$ cat config.mk
export PLATFORM = sky130hd
export DESIGN_NAME = traffic_light_ctrl
export DESIGN_NICKNAME = d
export VERILOG_FILES = /design/src/rtl/traffic_light_ctrl.sv
export SDC_FILE = /design/constraint.sdc
export NUM_CORES = 1
export LEC_CHECK = 0
export ABC_AREA = 1
export CAP_MARGIN = 20
export CORE_MARGIN = 1
export CORE_UTILIZATION = 50
export DETAILED_ROUTE_END_ITERATION = 10
export PLACE_DENSITY_LB_ADDON = 0.05
export RECOVER_POWER = 100
export SYNTH_ARGS = -nofsm -noshare
export SYNTH_HDL_FRONTEND = slang
export SYNTH_SLANG_ARGS = --single-unit
$ cat constraint.sdc
create_clock -name clk -period 5.2 [get_ports clk]
set_clock_uncertainty 0.1 [all_clocks]
set_input_delay 1.04 -clock clk [delete_from_list [all_inputs] [get_ports clk]]
set_output_delay 1.04 -clock clk [all_outputs]
set_load 0.05 [all_outputs]
$ cat src/rtl/traffic_light_ctrl.sv
// Two-road intersection sequencer.
// Moore FSM for main/side lamps and the pedestrian walk lamp. A tick-enabled
// interval counter is reloaded on every state change; a state is left only
// when its interval completes (done = tick && q == dur-1).
// Outputs are registered from the next-state values, so they carry exactly the
// timing of a decode of the state register while staying glitch-free.
module traffic_light_ctrl #(
   parameter int unsigned COUNTER_BITS = 6,
   parameter int unsigned T_GREEN      = 30,
   parameter int unsigned T_SIDE       = 15,
   parameter int unsigned T_YELLOW     = 3,
   parameter int unsigned T_ALLRED     = 2,
   parameter int unsigned T_FLASH      = 1
) (
   input  logic                    clk,
   input  logic                    r_n,
   input  logic                    tick,
   input  logic                    side_car,
   input  logic                    ped_req,
   input  logic                    night,
   output logic [2:0]              main_lamp,
   output logic [2:0]              side_lamp,
   output logic                    ped_walk,
   output logic [COUNTER_BITS-1:0] remain
);

   localparam int unsigned CB = COUNTER_BITS;

   localparam logic [2:0] ST_MG  = 3'd0;
   localparam logic [2:0] ST_MY  = 3'd1;
   localparam logic [2:0] ST_AR1 = 3'd2;
   localparam logic [2:0] ST_SG  = 3'd3;
   localparam logic [2:0] ST_SY  = 3'd4;
   localparam logic [2:0] ST_AR2 = 3'd5;
   localparam logic [2:0] ST_FL  = 3'd6;

   localparam logic [CB-1:0] DUR_GREEN  = CB'(T_GREEN);
   localparam logic [CB-1:0] DUR_SIDE   = CB'(T_SIDE);
   localparam logic [CB-1:0] DUR_YELLOW = CB'(T_YELLOW);
   localparam logic [CB-1:0] DUR_ALLRED = CB'(T_ALLRED);
   localparam logic [CB-1:0] DUR_FLASH  = CB'(T_FLASH);
   localparam logic [CB-1:0] ONE        = CB'(1);

   // Interval length of each state, in ticks.
   function automatic logic [CB-1:0] dur_of(input logic [2:0] st);
      case (st)
         ST_MG:         dur_of = DUR_GREEN;
         ST_SG:         dur_of = DUR_SIDE;
         ST_MY, ST_SY:  dur_of = DUR_YELLOW;
         ST_AR1:        dur_of = DUR_ALLRED;
         ST_AR2:        dur_of = DUR_ALLRED;
         ST_FL:         dur_of = DUR_FLASH;
         default:       dur_of = DUR_ALLRED;
      endcase
   endfunction

   // Lamp decode: {main RYG, side RYG, walk}. Unknown codes show all-red.
   function automatic logic [6:0] lamps_of(input logic [2:0] st, input logic fl);
      case (st)
         ST_MG:          lamps_of = {3'b001, 3'b100, 1'b0};
         ST_MY:          lamps_of = {3'b010, 3'b100, 1'b0};
         ST_AR1, ST_AR2: lamps_of = {3'b100, 3'b100, 1'b0};
         ST_SG:          lamps_of = {3'b100, 3'b001, 1'b1};
         ST_SY:          lamps_of = {3'b100, 3'b010, 1'b0};
         ST_FL:          lamps_of = {1'b0, fl, 1'b0, 1'b0, fl, 1'b0, 1'b0};
         default:        lamps_of = {3'b100, 3'b100, 1'b0};
      endcase
   endfunction

   logic [2:0]    state_q, state_d;
   logic [CB-1:0] cnt_q, cnt_d;
   logic          req_q, req_d;
   logic          flash_q, flash_d;
   logic [6:0]    lamps_q;
   logic [CB-1:0] remain_q;
   logic          done_s;

   // Next state, interval counter, flash phase and pending-request logic.
   always_comb begin
      state_d = state_q;
      cnt_d   = cnt_q;
      flash_d = flash_q;
      done_s  = tick && (cnt_q == (dur_of(state_q) - ONE));
      if (done_s) begin
         cnt_d = '0;
         case (state_q)
            ST_MG: begin
               if (night) begin
                  state_d = ST_FL;
                  flash_d = 1'b1;   // flash starts with the yellows lit
               end else if (req_q) begin
                  state_d = ST_MY;
               end else begin
                  state_d = ST_MG;  // stay; interval restarts
               end
            end
            ST_MY:  state_d = ST_AR1;
            ST_AR1: state_d = ST_SG;
            ST_SG:  state_d = ST_SY;
            ST_SY:  state_d = ST_AR2;
            ST_AR2: begin
               if (night) begin
                  state_d = ST_FL;
                  flash_d = 1'b1;
               end else begin
                  state_d = ST_MG;
               end
            end
            ST_FL: begin
               if (night) begin
                  flash_d = ~flash_q;
               end else begin
                  state_d = ST_AR2;
                  flash_d = 1'b0;
               end
            end
            default: begin
               state_d = ST_AR2;
               flash_d = 1'b0;
            end
         endcase
      end else if (tick) begin
         cnt_d = cnt_q + ONE;
      end else begin
         cnt_d = cnt_q;
      end
      // Entering side green serves the request; that wins over a new one.
      if (done_s && (state_q == ST_AR1)) begin
         req_d = 1'b0;
      end else begin
         req_d = req_q | side_car | ped_req;
      end
   end

   // State, counter, request and registered outputs; reset lands in AR2.
   always_ff @(posedge clk or negedge r_n) begin
      if (!r_n) begin
         state_q  <= ST_AR2;
         cnt_q    <= '0;
         req_q    <= 1'b0;
         flash_q  <= 1'b0;
         lamps_q  <= {3'b100, 3'b100, 1'b0};
         remain_q <= CB'(T_ALLRED - 1);
      end else begin
         state_q  <= state_d;
         cnt_q    <= cnt_d;
         req_q    <= req_d;
         flash_q  <= flash_d;
         lamps_q  <= lamps_of(state_d, flash_d);
         remain_q <= dur_of(state_d) - ONE - cnt_d;
      end
   end

   assign main_lamp = lamps_q[6:4];
   assign side_lamp = lamps_q[3:1];
   assign ped_walk  = lamps_q[0];
   assign remain    = remain_q;

endmodule

After elaboration in Yosys (flattened, before gate mapping). Index checks and enable logic that the tools add are counted.

Input bits: 6. Latch bits: 0. Memories: 0. Output and inout port bits: 13. Memory bits (writable): 0. Bits in read-only memories: 0. Bits in registers: 24.

Div/mod/pow operators: 0. Multiply operators: 0. Multiplexer cells: 16. Order comparisons: 0. Eq/ne operators: 11. Reductions and logical operators: 8. $add $sub $neg: 4. Shifts and indexed selects: 0. Bitwise gates (word level): 3.

Operator list (count): case mux 5 bit (4 select lines) (2); case mux 7 bit (5 select lines) (1); case mux 3 bit (6 select lines) (1); equality test 3 bit (second input constant) (5); 2-to-1 mux 3 bit (4); 2-to-1 mux 6 bit (2); subtractor 6 x 1 -> 6 bit (second input constant) (2); equality test 3 x 2 -> 1 bit (second input constant) (3); adder 6 x 1 -> 6 bit (second input constant) (1); equality test 3 x 1 -> 1 bit (second input constant) (2); equality test 6 bit (1); logical NOT 3 bit (2); OR reduction 2 bit (3); subtractor 6 bit (1); 2-to-1 mux 1 bit (5); OR reduction 4 bit (1); case mux 1 bit (3 select lines) (1); logical AND 1 bit (2); OR 1 bit (2); NOT 1 bit (1).

Longest topological paths before layout. Gate-level depths: netlist of the first run.

Depth after elaboration: 12. Gate-level depth with buffers: 27. Gate-level depth less buffers: 25.

Least setup slack after synthesis of the first run. Ideal clock, no wire load.

Path kind: flip-flop to flip-flop. Start point: register state_q[2]. End point: register remain_q[5], in the netlist remain[5]. Stages on the path, launching flop included: 26. Buffers on the path: 2. Library setup time: 0.124 ns. Data arrival time: 3.133 ns. Period minus slack after synthesis: 3.357 ns. Setup slack: 1.843 ns. Path through: dfstp_2 > buf_6 > nand3_1 > nand2_1 > inv_2 > nand2_1 > inv_1 > ha_1 > or2_2 > nand3_1 > nand3_2 > nor2_8 > nand2_4 > buf_6 > nand2_2 > nand2_2 > nor2_4 > nand2_2 > nand2_1 > ha_1 > a21oi_1 > nand2_1 > nand2_1 > nand2_1 > a21oi_1 > xnor2_1.

Longest elaborated chain between the ends: 12.

Ends and longest elaborated chain: from (decl) (RTL line 70) `logic [2:0] state_q, state_d;`; from (signal assigned) (RTL line 145) `state_q <= state_d;`; equality test 3 x 1 -> 1 bit or equality test 3 bit (tied branches) (RTL line 46, 86); OR reduction 2 bit (RTL line 46) `case (st)`; case mux 5 bit (4 select lines) (RTL line 46); subtractor 6 x 1 -> 6 bit (RTL line 83) `done_s = tick && (cnt_q == (dur_of(state_q) - ONE));`; equality test 6 bit (RTL line 83); logical AND 1 bit (RTL line 83); 2-to-1 mux 3 bit (*) (RTL line 84) `if (done_s) begin`; net state_d[2] (RTL line 70); equality test 3 x 1 -> 1 bit or equality test 3 bit (tied branches) (RTL line 46); OR reduction 2 bit (RTL line 46); case mux 5 bit (4 select lines) (*) (RTL line 46); subtractor 6 x 1 -> 6 bit (*) (RTL line 150) `remain_q <= dur_of(state_d) - ONE - cnt_d;`; subtractor 6 bit (*) (RTL line 150); to (signal assigned) (RTL line 143) `remain_q <= CB'(T_ALLRED - 1);`; to (signal assigned) (RTL line 150); to (decl) (RTL line 75) `logic [CB-1:0] remain_q;`.

The timed path passes the listed nets; every way through them passes the cells marked *.

Worst setup path after layout of the first run.
Start point: register state_q[1]. End point: register remain_q[5], in the netlist remain[5].

Same word-level chain as after synthesis.

==> summary.txt, run 1 <==
Routing
  – Post-DRT Antenna Nets: 0
  – First DRT Iteration DRCs: 40
  – Routed via count: 1176
  – Avg WL per Cell: 12.4 um
  – DRC: 0
  – DRT Pass-1 Iters: 4
  – Vias per cell: roughly 5
  – Post-Route WL: 2920 um

Run
  – Max Cap Violations: 0

Floorplanning
  – Cell Rows: 19
  – CORE AREA: around 2800 sq um
  – Initial core utilization: 53.6%
  – I/O pin count: 19
  – Die X: 56.6 um
  – Die ar.: ~3200 sq um
  – Die H: between 50 and 60 um

Synthesis
  – Yosys reg bits: 23
  – Post-synthesis net count: about 200
  – Post-Syn Instances: roughly 190
  – Yosys cell types: 30
  – Top-area cell type share of the netlist area: between 30% and 40%
  – Seq/Total Area, Yosys: around 39%
  – Avg Cell Area, Syn: between 8 and 9 sq um
  – Top cells by area, synth: dfrtp_1 30%, nand2_1 11%, dfstp_2 8.8%
  – Prevailing post-synth register cell: dfrtp_1
  – Yosys Warn Count: 0
  – Number of synthesized flops with an enable pin: 0
  – Yosys top cell by area: dfrtp_1
  – Post-synthesis async set-or-reset flop share: 100%
  – Synth Cell Area: 1490 sq um

Place
  – Pre-CTS setup slack: between 1 and 1.5 ns
  – Final HPWL DP: between 2000 and 2500 um
  – PortBufs: 18
  – RD Place Congestion: around 0.82

GRT
  – Global-route wire length before repair: 5290 um
  – Initial antenna violation count: 0
  – Largest net degree at the start of global routing: 24
  – Gr usage total: between 20% and 30%
  – Vias in the first global route: between 1000 and 1500
  – Gr ovfl total: 0

Clocking
  – Post-cts sizing count: 0
  – Clk_lat worst skew: 0.31 ns
  – H-tree levels: 1
  – Clock Tree Buf Depth: 2
  – CTS tree: built
  – Post-CTS setup buffers: 0
  – Num CTS Buffers: 3
  – Root buffer cell: clkbuf_4
  – CTS clock-pin slew for the worst setup and hold paths: ~0.12 ns
  – Num Clock Sinks: 23
  – CTS Hold Buffers Added: 0

Setup path
  – Startpoint Class: register
  – Most common cell on crit path: nand2_1
  – Crit. End Element: register
  – CP Data Required Time: 5.35 ns
  – Worst path arrival time: 4.30 ns
  – CP delay by family, top: simple AND/OR/NAND/NOR gates
  – Crit-path max FO: 13
  – Worst path cell trace: nor2_1 -> inv_1 -> nand2_1 -> nand2_1 -> nand2_1 -> inv_1 -> ha_1 -> or2_2 -> nand3_1 -> nand3_1 -> nor2_8 -> nand2_1 -> nand2_1 -> o21ai_4 -> nor2_1 -> nand2_2 -> nand2_1 -> ha_1 -> a21oi_1 -> nand2_1 -> nand2_1 -> nand2_1 -> a21oi_1 -> xnor2_1
  – WP buf/inv: 2
  – Setup Crit Path Kind: reg2reg
  – Critical path's slowest cell: dfrtp_1
  – Crit-path max cell delay: ~0.49 ns

STA
  – Final period util: 79.8%
  – Slew Viols, Final: 0
  – Minimum clock period: roughly 4.2 ns
  – Peak Freq: about 240 MHz
  – RSZ-0062 raised after global routing: no
  – Final WS setup: roughly 1.0 ns
  – Fin. Hold Viols: 0
  – Rel. slew slack: 38.1%
  – Slew @ Worst Pin: between 0.9 and 1 ns
  – Setup violations, final: 0
  – Setup TNS: 0 ns

Cells and area
  – Diode count: 0
  – Final net count: between 200 and 250
  – Fraction of layout cells with a size suffix above 1: about a tenth
  – Commonest non-fill, non-tap cell in the layout: nand2_1
  – Highest-count cells in the layout ignoring fill and taps: 48 x nand2_1, 28 x inv_1, 19 x nand3_1
  – Fillers: approximately 250
  – Fin util: 59.7%
  – Syn-to-layout area delta: 11.4%

Run status
  – Status: completed

Min path
  – Class of the worst hold path: reg2reg
## worst reg2reg max path, delay by kind of cell (launching register included)
kind	cells	cell delay [ns]
fa+ha+maj	2	0.47
flops	1	0.49
simple gates	16	2.36
compound gates	3	0.42
xor+xnor	1	0.13
buf+inv	2	0.12
## cell usage after synthesis (3+ instances only)
cell type,number
nand2_2,8
nand4_1,3
inv_2,3
nand2_1,44
dfstp_2,5
dfrtp_1,18
nand3_1,18
inv_1,28
a21oi_1,7
nor2_1,13
ha_1,7
xor2_1,6
nand2_4,3
buf_6,3
## layout make-up
| cell class | instances | area (sq um) | share of cell area (%) |
|---|---|---|---|
| Timing Repair Buffer | 19 | 184 | 11.1 |
| Tap cell | 31 | 38.8 | 2.34 |
| Multi-Input combinational cell | 126 | 707 | 42.6 |
| Sequential cell | 23 | 582 | 35.0 |
| Clock buffer | 4 | 26.3 | 1.58 |
| Inverter | 32 | 123 | 7.39 |
## routing by layer
metal | vias up | part of all wire (%) | GRT usage [%]
li1 | 611 | - | -
met1 | 546 | 48 | 28.3
met2 | 14 | 49 | 34.8
met3 | 5 | 2.0 | 2.30
met4 | 0 | 1.6 | 7.67
met5 | - | 0 | 0
## cell families (layout without fill, tap and decap cells)
| family | after synthesis | count (layout) | synth area share, % |
|---|---|---|---|
| simple gates | 97 | 97 | 32.5 |
| buf+inv | 36 | 55 | 11.0 |
| flops | 23 | 23 | 39.0 |
| compound gates | 13 | 13 | 5.54 |
| fa+ha+maj | 8 | 8 | 7.22 |
| xor+xnor | 8 | 8 | 4.70 |
## stage by stage
| step | instance area [sq um] | hold slack [ns] | cells |
|---|---|---|---|
| after floorplan | 1490 | 0.373 | 185 |
| after global placement | 1670 | 0.405 | 230 |
| after detailed placement | 1670 | 0.409 | 230 |
| after CTS | 1690 | 0.436 | 234 |
| after global routing | 1660 | 0.464 | 235 |
| final | 1660 | 0.430 | 235 |
## flip-flops by register name (all words and copies together), names as in the netlist
name,count
flash_q,1
lamps_q,6
remain,6
req_q,1
state_q,3
cnt_q,6
## path summary, 6_finish.rpt
check,startpoint,end,slack (ns),depth (start not counted)
max reg2reg,state_q[1]$_DFF_PN0_,remain[5]$_DFF_PN0_,1.05,24
min,req_q$_DFF_PN0_,req_q$_DFF_PN0_,0.43,2
min in group asynchronous,r_n,remain[3]$_DFF_PN0_,0.91,1
max in group asynchronous,r_n,req_q$_DFF_PN0_,2.96,2
min reg2reg,req_q$_DFF_PN0_,req_q$_DFF_PN0_,0.43,2
max,state_q[1]$_DFF_PN0_,remain[5]$_DFF_PN0_,1.05,24
Power of run 1 is not shown: default switching activity piles up to over one toggle a cycle in this logic, so the estimate is an artifact.
==> run 2, diff against run 1 <==
==> constraint.sdc (replaced) <==
create_clock -name clk -period 4.27 [get_ports clk]
set_clock_uncertainty 0.1 [all_clocks]
set_input_delay 0.854 -clock clk [delete_from_list [all_inputs] [get_ports clk]]
set_output_delay 0.854 -clock clk [all_outputs]
set_load 0.05 [all_outputs]
==> summary.txt, run 2 (synthesis gave the netlist of run 1 again) <==
STA
  – Setup violations, final: 0
  – Minimum clock period: 3.80 ns
  – RSZ-0062 raised after global routing: no
  – Slew @ Worst Pin: between 0.9 and 1 ns
  – Slew Viols, Final: 0
  – Rel. slew slack: a little under two fifths
  – Fin. Hold Viols: 0
  – Setup TNS: 0 ns
  – Final period util: between 80 and 90%
  – Peak Freq: between 200 and 300 MHz

Setup path
  – CP Data Required Time: roughly 4.4 ns
  – Worst path arrival time: 3.95 ns
  – Register-to-Register Path Depth: 22
  – Startpoint Class: register
  – Crit. End Element: register
  – Register-to-register setup slack: ~0.47 ns
  – Critical R2R Capture: remain[5]$_DFF_PN0_
  – Crit-path max FO: 13
  – Worst flop-to-flop path startpoint: state_q[1]$_DFF_PN0_
  – Setup Crit Path Kind: reg2reg

Cells and area
  – Non-Filler Instances: roughly 240
  – Final net count: 219
  – Highest-count cells in the layout ignoring fill and taps: 46 x nand2_1, 28 x inv_1, 19 x nand3_1
  – Commonest non-fill, non-tap cell in the layout: nand2_1
  – Syn-to-layout area delta: 12.8%
  – Fin util: 60.4%
  – Fraction of layout cells with a size suffix above 1: 12.3%
  – Diode count: 0

Routing
  – DRT Pass-1 Iters: 4
  – Vias per cell: 5.02
  – Routed via count: about 1200
  – Post-Route WL: ~2900 um
  – First DRT Iteration DRCs: 58
  – Avg WL per Cell: 12.5 um
  – Post-DRT Antenna Nets: 0
  – DRC: 0

Place
  – PortBufs: 18
  – RD Place Congestion: approximately 0.82
  – Final HPWL DP: 2300 um
  – Dpl cells: between 200 and 250

Clocking
  – CTS clock-pin slew for the worst setup and hold paths: between 0.1 and 0.15 ns
  – Num Clock Sinks: 23
  – Post-cts sizing count: 0
  – Root buffer cell: clkbuf_4
  – CTS tree: built
  – Num CTS Buffers: 3
  – Clk_lat worst skew: just over 0.3 ns
  – H-tree levels: 1
  – CTS Hold Buffers Added: 0
  – Post-CTS setup buffers: 0
  – Clock Tree Buf Depth: 2

Floorplanning
  – Die X: approximately 57 um
  – Cell Rows: 19
  – Initial core utilization: roughly 54%
  – CORE AREA: 2780 sq um
  – I/O pin count: 19
  – Die ar.: about 3200 sq um
  – Die H: ~57 um

GRT
  – Met3 Usage GRT: ~2.3%
  – Met2 Use GR: roughly a third
  – Gr ovfl total: 0
  – Largest net degree at the start of global routing: 24
  – GRT met1 Usage: between 20 and 30%
  – Initial antenna violation count: 0
  – Vias in the first global route: about 1200
  – Global-route wire length before repair: approximately 5300 um
  – Global routing's busiest layer: met2
  – Gr usage total: 21.0%

Run status
  – Status: completed

Run
  – Max Cap Violations: 0

Min path
  – Class of the worst hold path: reg2reg
  – Hold Startpoint: req_q$_DFF_PN0_
  – Worst hold path depth: 2
  – Hold Path End: req_q$_DFF_PN0_
## run 2: cell counts in the layout (fill, tap and decap cells not counted)
No cell type changed its count.
## run 2: how the worst max path moves through the flow
stage,from,endpoint,slack [ns],cells past startpoint
final,state_q[1]$_DFF_PN0_,remain[5]$_DFF_PN0_,0.47,22
after detailed placement,tick,remain[5]$_DFF_PN0_,0.48,16
after global routing,state_q[1]$_DFF_PN0_,remain[5]$_DFF_PN0_,0.08,22
after CTS,state_q[1]$_DFF_PN0_,remain[5]$_DFF_PN0_,0.53,22
after floorplan,state_q[2]$_DFF_PN1_,remain[5]$_DFF_PN0_,0.91,25
after global placement,tick,remain[5]$_DFF_PN0_,0.64,16
## run 2: cell type report
type,instances,area [sq um]
fill,244,1100
multi-input combinational,126,727
sequential,23,582
timing repair buffer,19,184
inverter,32,123
tap,31,38.8
clock buffer,4,26.3
## run 2: critical path, stage by stage, from the launching register on
cell and delay (ns):
dfrtp_1 0.50, nor2_2 0.22, inv_1 0.06, nand2_1 0.08, nand2_1 0.07, nand2_1 0.08, inv_1 0.05, ha_1 0.19
or2_2 0.30, nand3_1 0.08, nand3_1 0.17, nor2_8 0.18, nand2_4 0.14, o21ai_4 0.25, nand3_1 0.18, nand2_1 0.13
ha_1 0.28, a21oi_1 0.17, nand2_1 0.10, nand2_1 0.08, nand2_1 0.05, a21oi_1 0.15, xnor2_1 0.13
## run 2: stage by stage
stage	hold slack, ns	setup WS [ns]	area (sq um)
after global routing	0.464	0.0819	1680
final	0.429	0.466	1680
after CTS	0.436	0.525	1690
after global placement	0.405	0.635	1670
after floorplan	0.373	0.913	1490
after detailed placement	0.409	0.477	1670
## run 2: routing by layer
layer | vias up | routed length [um]
li1 | 611 | -
met1 | 548 | 1390
met4 | 0 | 47
met5 | - | 0
met2 | 15 | 1430
met3 | 5 | 66
Power of run 2 is left out for the same reason.
